[src/rtl/mem_arbiter.sv]
// ---------------------------------------------------------------------------
// mem_arbiter
//
// Shares one single-port synchronous RAM between the instruction-fetch unit
// (read-only) and the load/store datapath (read/write). One transaction is
// in flight at a time: IDLE -> ISSUE -> COMPLETE for in-range accesses and
// IDLE -> COMPLETE for out-of-range accesses, which never strobe the RAM.
// Ties are broken round-robin using last_gnt (0 = fetch, 1 = data).
//
// Ports
//   clk, clear_n              clock, asynchronous active-low reset
//   f_req/f_addr              fetch request (always a read)
//   f_ack/f_rdata/f_err       fetch completion pulse, read data, range error
//   d_req/d_we/d_addr/d_wdata data request (read or write)
//   d_ack/d_rdata/d_err       data completion pulse, read data, range error
//   mem_addr/mem_read/mem_write/mem_wdata  RAM command bus
//   mem_q                     RAM read data (valid one edge after mem_read)
//   busy                      high whenever the FSM is not in IDLE
// ---------------------------------------------------------------------------
module mem_arbiter #(
    parameter int DEPTH = 512,
    parameter int AW    = 32,
    parameter int DW    = 32
) (
    input  logic          clk,
    input  logic          clear_n,
    input  logic          f_req,
    input  logic [AW-1:0] f_addr,
    output logic          f_ack,
    output logic [DW-1:0] f_rdata,
    output logic          f_err,
    input  logic          d_req,
    input  logic          d_we,
    input  logic [AW-1:0] d_addr,
    input  logic [DW-1:0] d_wdata,
    output logic          d_ack,
    output logic [DW-1:0] d_rdata,
    output logic          d_err,
    output logic [AW-1:0] mem_addr,
    output logic          mem_read,
    output logic          mem_write,
    output logic [DW-1:0] mem_wdata,
    input  logic [DW-1:0] mem_q,
    output logic          busy
);

    typedef enum logic [1:0] {
        S_IDLE     = 2'd0,
        S_ISSUE    = 2'd1,
        S_COMPLETE = 2'd2
    } state_t;

    localparam logic [AW-1:0] DEPTH_A = AW'(DEPTH);

    state_t        state_r;
    logic          last_gnt_r;
    logic          err_pending_r;
    logic          win_r;
    logic          we_r;
    logic [AW-1:0] mem_addr_r;
    logic [DW-1:0] mem_wdata_r;
    logic          mem_read_r;
    logic          mem_write_r;
    logic          f_ack_r;
    logic          d_ack_r;
    logic          f_err_r;
    logic          d_err_r;

    logic          req_any_s;
    logic          pick_d_s;
    logic          sel_we_s;
    logic          oor_s;
    logic [AW-1:0] sel_addr_s;
    logic [DW-1:0] sel_wdata_s;
    logic [DW-1:0] f_rdata_s;
    logic [DW-1:0] d_rdata_s;

    // Winner selection and the command that would be latched from IDLE.
    always_comb begin
        req_any_s = f_req | d_req;
        pick_d_s  = 1'b0;
        if (f_req && d_req) begin
            pick_d_s = ~last_gnt_r;
        end else if (d_req) begin
            pick_d_s = 1'b1;
        end else begin
            pick_d_s = 1'b0;
        end
        if (pick_d_s) begin
            sel_addr_s  = d_addr;
            sel_we_s    = d_we;
            sel_wdata_s = d_wdata;
        end else begin
            // Fetch never writes; keep the previous write value on the bus.
            sel_addr_s  = f_addr;
            sel_we_s    = 1'b0;
            sel_wdata_s = mem_wdata_r;
        end
        oor_s = (sel_addr_s >= DEPTH_A);
    end

    // Transaction sequencer with registered RAM strobes and acknowledges.
    always_ff @(posedge clk or negedge clear_n) begin
        if (!clear_n) begin
            state_r       <= S_IDLE;
            last_gnt_r    <= 1'b1;
            err_pending_r <= 1'b0;
            win_r         <= 1'b0;
            we_r          <= 1'b0;
            mem_addr_r    <= '0;
            mem_wdata_r   <= '0;
            mem_read_r    <= 1'b0;
            mem_write_r   <= 1'b0;
            f_ack_r       <= 1'b0;
            d_ack_r       <= 1'b0;
            f_err_r       <= 1'b0;
            d_err_r       <= 1'b0;
        end else begin
            // Acks and errors are single-cycle pulses unless set below.
            f_ack_r <= 1'b0;
            d_ack_r <= 1'b0;
            f_err_r <= 1'b0;
            d_err_r <= 1'b0;
            case (state_r)
                S_IDLE: begin
                    if (req_any_s) begin
                        mem_addr_r  <= sel_addr_s;
                        mem_wdata_r <= sel_wdata_s;
                        we_r        <= sel_we_s;
                        win_r       <= pick_d_s;
                        last_gnt_r  <= pick_d_s;
                        if (oor_s) begin
                            // Trap: skip the RAM entirely and report at once.
                            err_pending_r <= 1'b1;
                            state_r       <= S_COMPLETE;
                            if (pick_d_s) begin
                                d_ack_r <= 1'b1;
                                d_err_r <= 1'b1;
                            end else begin
                                f_ack_r <= 1'b1;
                                f_err_r <= 1'b1;
                            end
                        end else begin
                            err_pending_r <= 1'b0;
                            mem_write_r   <= sel_we_s;
                            mem_read_r    <= ~sel_we_s;
                            state_r       <= S_ISSUE;
                        end
                    end else begin
                        state_r <= S_IDLE;
                    end
                end
                S_ISSUE: begin
                    mem_read_r  <= 1'b0;
                    mem_write_r <= 1'b0;
                    state_r     <= S_COMPLETE;
                    if (win_r) begin
                        d_ack_r <= 1'b1;
                    end else begin
                        f_ack_r <= 1'b1;
                    end
                end
                S_COMPLETE: begin
                    err_pending_r <= 1'b0;
                    state_r       <= S_IDLE;
                end
                default: begin
                    mem_read_r  <= 1'b0;
                    mem_write_r <= 1'b0;
                    state_r     <= S_IDLE;
                end
            endcase
        end
    end

    // Read data steering: the RAM's Q only becomes valid on the edge that
    // enters COMPLETE, so it is gated here rather than re-registered.
    always_comb begin
        f_rdata_s = '0;
        d_rdata_s = '0;
        if (f_ack_r && !we_r && !err_pending_r) begin
            f_rdata_s = mem_q;
        end else begin
            f_rdata_s = '0;
        end
        if (d_ack_r && !we_r && !err_pending_r) begin
            d_rdata_s = mem_q;
        end else begin
            d_rdata_s = '0;
        end
    end

    assign f_ack     = f_ack_r;
    assign f_err     = f_err_r;
    assign f_rdata   = f_rdata_s;
    assign d_ack     = d_ack_r;
    assign d_err     = d_err_r;
    assign d_rdata   = d_rdata_s;
    assign mem_addr  = mem_addr_r;
    assign mem_wdata = mem_wdata_r;
    assign mem_read  = mem_read_r;
    assign mem_write = mem_write_r;
    assign busy      = (state_r != S_IDLE);

endmodule

[config.mk]
export PLATFORM = sky130hd
export DESIGN_NAME = mem_arbiter
export DESIGN_NICKNAME = d
export VERILOG_FILES = /design/src/rtl/mem_arbiter.sv
export SDC_FILE = /design/constraint.sdc
export NUM_CORES = 1
export LEC_CHECK = 0
export ABC_AREA = 1
export CAP_MARGIN = 20
export CORE_AREA = 2 2 104 106
export CTS_CLUSTER_DIAMETER = 50
export DETAILED_ROUTE_END_ITERATION = 12
export DIE_AREA = 0 0 106 108
export HOLD_SLACK_MARGIN = 0.05
export PLACE_DENSITY = 0.93
export SYNTH_ARGS = -nofsm -noshare
export SYNTH_HDL_FRONTEND = slang
export SYNTH_SLANG_ARGS = --single-unit
[constraint.sdc]
create_clock -name clk -period 2.7 [get_ports clk]
set_input_delay 0.405 -clock clk [delete_from_list [all_inputs] [get_ports clk]]
set_output_delay 0.405 -clock clk [all_outputs]
set_load 0.005 [all_outputs]
==> results.json <==
{
  "grt_pass1_vias": 3988,
  "p_sw_mw": 1.091,
  "fp.dieH_um": 108,
  "dp_hpwl_um": 10110,
  "grtUsageTotal_pct": 21.96,
  "drt-initial-drc-count": 385,
  "slew-limit-headroom_pct": 36.39,
  "layout_commonest_cell": "clkdlybuf4s50_1",
  "crit_chain": "inv_1 > nand3_1 > buf_4 > nor2_1 > clkdlybuf4s50_1",
  "fin_setup_tns_ns": 0,
  "die_area_mm2": 0.01145,
  "worstSetupEndpointType": "output pin",
  "finalSetupViolCount": 0,
  "synth.avg_cell_area_um2": 7.235,
  "rows": 37,
  "switching_share_pct": 28.62,
  "comb_power_share_pct": 34.2,
  "critPathRequiredTime_ns": 2.30,
  "drc": 0,
  "viasPerCell": 4.531,
  "wl_um": 12820,
  "clk_pin_slew_ns": 0.08,
  "path_max_fanout": 32,
  "worst-path-buf-inv": 3,
  "worstRegToRegCells": 11,
  "cts_resized": 0,
  "core_mm2": 0.01023,
  "timing.rr.end": "d_ack",
  "hold_viol": 0,
  "p_clk_share_pct": 26.1,
  "intPower_mw": 2.722,
  "multi_input_area_mm2": 0.001550,
  "yosysTopAreaCell": "dfrtp_1",
  "via_count": 4200,
  "num_antenna_cells": 0,
  "power_mw": 3.813,
  "clock.fmax_mhz": 447.9,
  "drive_gt1_share_pct": 4.298,
  "ys_top_cells_by_area": "dfrtp_1, nand2_1, nor2_1",
  "seqPwrFrac_pct": 39.7,
  "start_util_pct": 37.34,
  "peakVddDrop_uv": 378.1,
  "cts_hold_buf": 0,
  "status": "finished, final reports clean",
  "area_delta_synth_final_pct": 78.05,
  "regArea_mm2": 0.001903,
  "worstPathArrival_ns": 1.83,
  "synth_top_area_share_pct": 49.13,
  "grt_overflow": 0,
  "cts_htree_levels": 3,
  "numCtsBuffers": 9,
  "mostFrequentLayoutCells": "clkdlybuf4s50_1, nand2_1, nor2_1",
  "port_buffers": 267,
  "dp_slack_ns": 0.3234,
  "syn-cell-area_mm2": 0.003820,
  "grt_pass1_wl_um": 19670,
  "n_fill_cell": 839,
  "reg2reg_slack_ns": 0.70,
  "nets": 919,
  "fp.dieW_um": 106,
  "tightest_slew_ns": 0.9542,
  "rr_startpoint": "last_gnt_r",
  "fin_crit_sh_pct": 82.69,
  "crit_family": "buffers and inverters",
  "yosysUniqueCellTypes": 24,
  "min_period_ns": 2.233,
  "cts_tree": "done",
  "ys_seq_area_share_pct": 49.82,
  "first_pass_iters": 4,
  "ant_nets": 0,
  "grt_max_degree": 77,
  "clock_path_buffers": 2,
  "syn_inst": 528,
  "fin_ws_ns": 0.4674,
  "clk_latency_ns": 0.33,
  "slew_violations": 0,
  "cts_setup_buffers": 0,
  "gp_congestion": 0.8581,
  "ios": 268,
  "numClockSinks": 76,
  "hp-class": "in2async",
  "maxCapViolCount": 0,
  "p_per_area_mw_per_mm2": 560.6,
  "start_kind": "register",
  "crit_type": "reg2out",
  "p_leak_nw": 3.253,
  "synth_nets": 661,
  "crit_slowest_cell": "clkdlybuf4s50_1",
  "root_buffer": "clkbuf_8",
  "yosys_warnings": 0,
  "max_stage_delay_ns": 0.54,
  "wl_per_cell_um": 13.82,
  "skew_ns": 0.01184,
  "antenna_found_initial": 0,
  "rsz0062_at_grt": "false",
  "ys_ff_latch": 76
}
==> layout make-up <==
cell class / count / share of cell area [%]
multi-input cells: 366 / 22.79
clock buffers: 11 / 2.226
flip-flops and latches: 76 / 27.98
clock inverters: 5 / 1.233
well taps: 136 / 2.502
repair buffers: 273 / 39.92
inverters: 60 / 3.348
==> cell usage after synthesis <==
cell,n
nor2_1,96
a31oi_1,9
inv_4,1
nand2_1,195
clkbuf_1,15
inv_1,58
buf_2,5
buf_6,2
nand3b_1,13
dfrtp_1,75
o21ai_1,3
a21oi_1,2
buf_4,3
inv_2,1
nor2_4,1
o21ai_0,34
dfstp_2,1
nor2_2,2
buf_8,1
nand3_1,7
nand2_2,1
nand2_4,1
nand2_8,1
nand3_2,1
==> metal layers <==
layer | up-vias | track usage (%) | part of all wire [%]
met5 | - | 0 | 0
met4 | 0 | 9.211 | 2.4
met3 | 20 | 4.521 | 6.4
met2 | 180 | 41.57 | 54
met1 | 1893 | 23.82 | 37
li1 | 2107 | - | -
==> how the worst max path moves through the flow <==
| stage | from | slack [ns] | cells past startpoint | end |
|---|---|---|---|---|
| 2_1_floorplan | last_gnt_r | 1.11 | 12 | f_ack |
| 3_3_place_gp | f_req | 0.39 | 12 | f_ack |
| 3_5_place_dp | f_req | 0.32 | 12 | f_ack |
| 4_1_cts | err_pending_r | 0.43 | 5 | f_rdata[11] |
| 5_1_grt | we_r | 0.32 | 5 | d_rdata[16] |
| 6_report | err_pending_r | 0.47 | 5 | f_rdata[11] |
==> kinds of logic (layout without fill, tap and decap cells) <==
logic type	count (synthesis)	after routing	share of synthesized area [%]
compound gates	48	48	6.583
buf+inv	86	349	9.662
flops	76	76	49.82
simple gates	318	318	33.93
==> power groups by stage <==
stage | logic (mW) | registers, mW | clock network (mW)
floorplan | 0.421 | 1.54 | 0
global placement | 1.29 | 1.52 | 0
detailed placement | 1.32 | 1.53 | 0
CTS | 1.32 | 1.51 | 1.02
global route | 1.43 | 1.54 | 1.07
finish | 1.30 | 1.51 | 0.996
==> stage by stage <==
stage,utilization [%],cells,hold slack (ns),area (um2)
after global placement,64.18,911,0.4293,6566
final,66.48,927,0.2155,6802
after CTS,66.48,927,0.2386,6802
after floorplan,-,528,0.1094,3820
after detailed placement,64.18,911,0.4483,6566
after global routing,66.48,927,0.2802,6802
(Power assumes the default switching activity.)
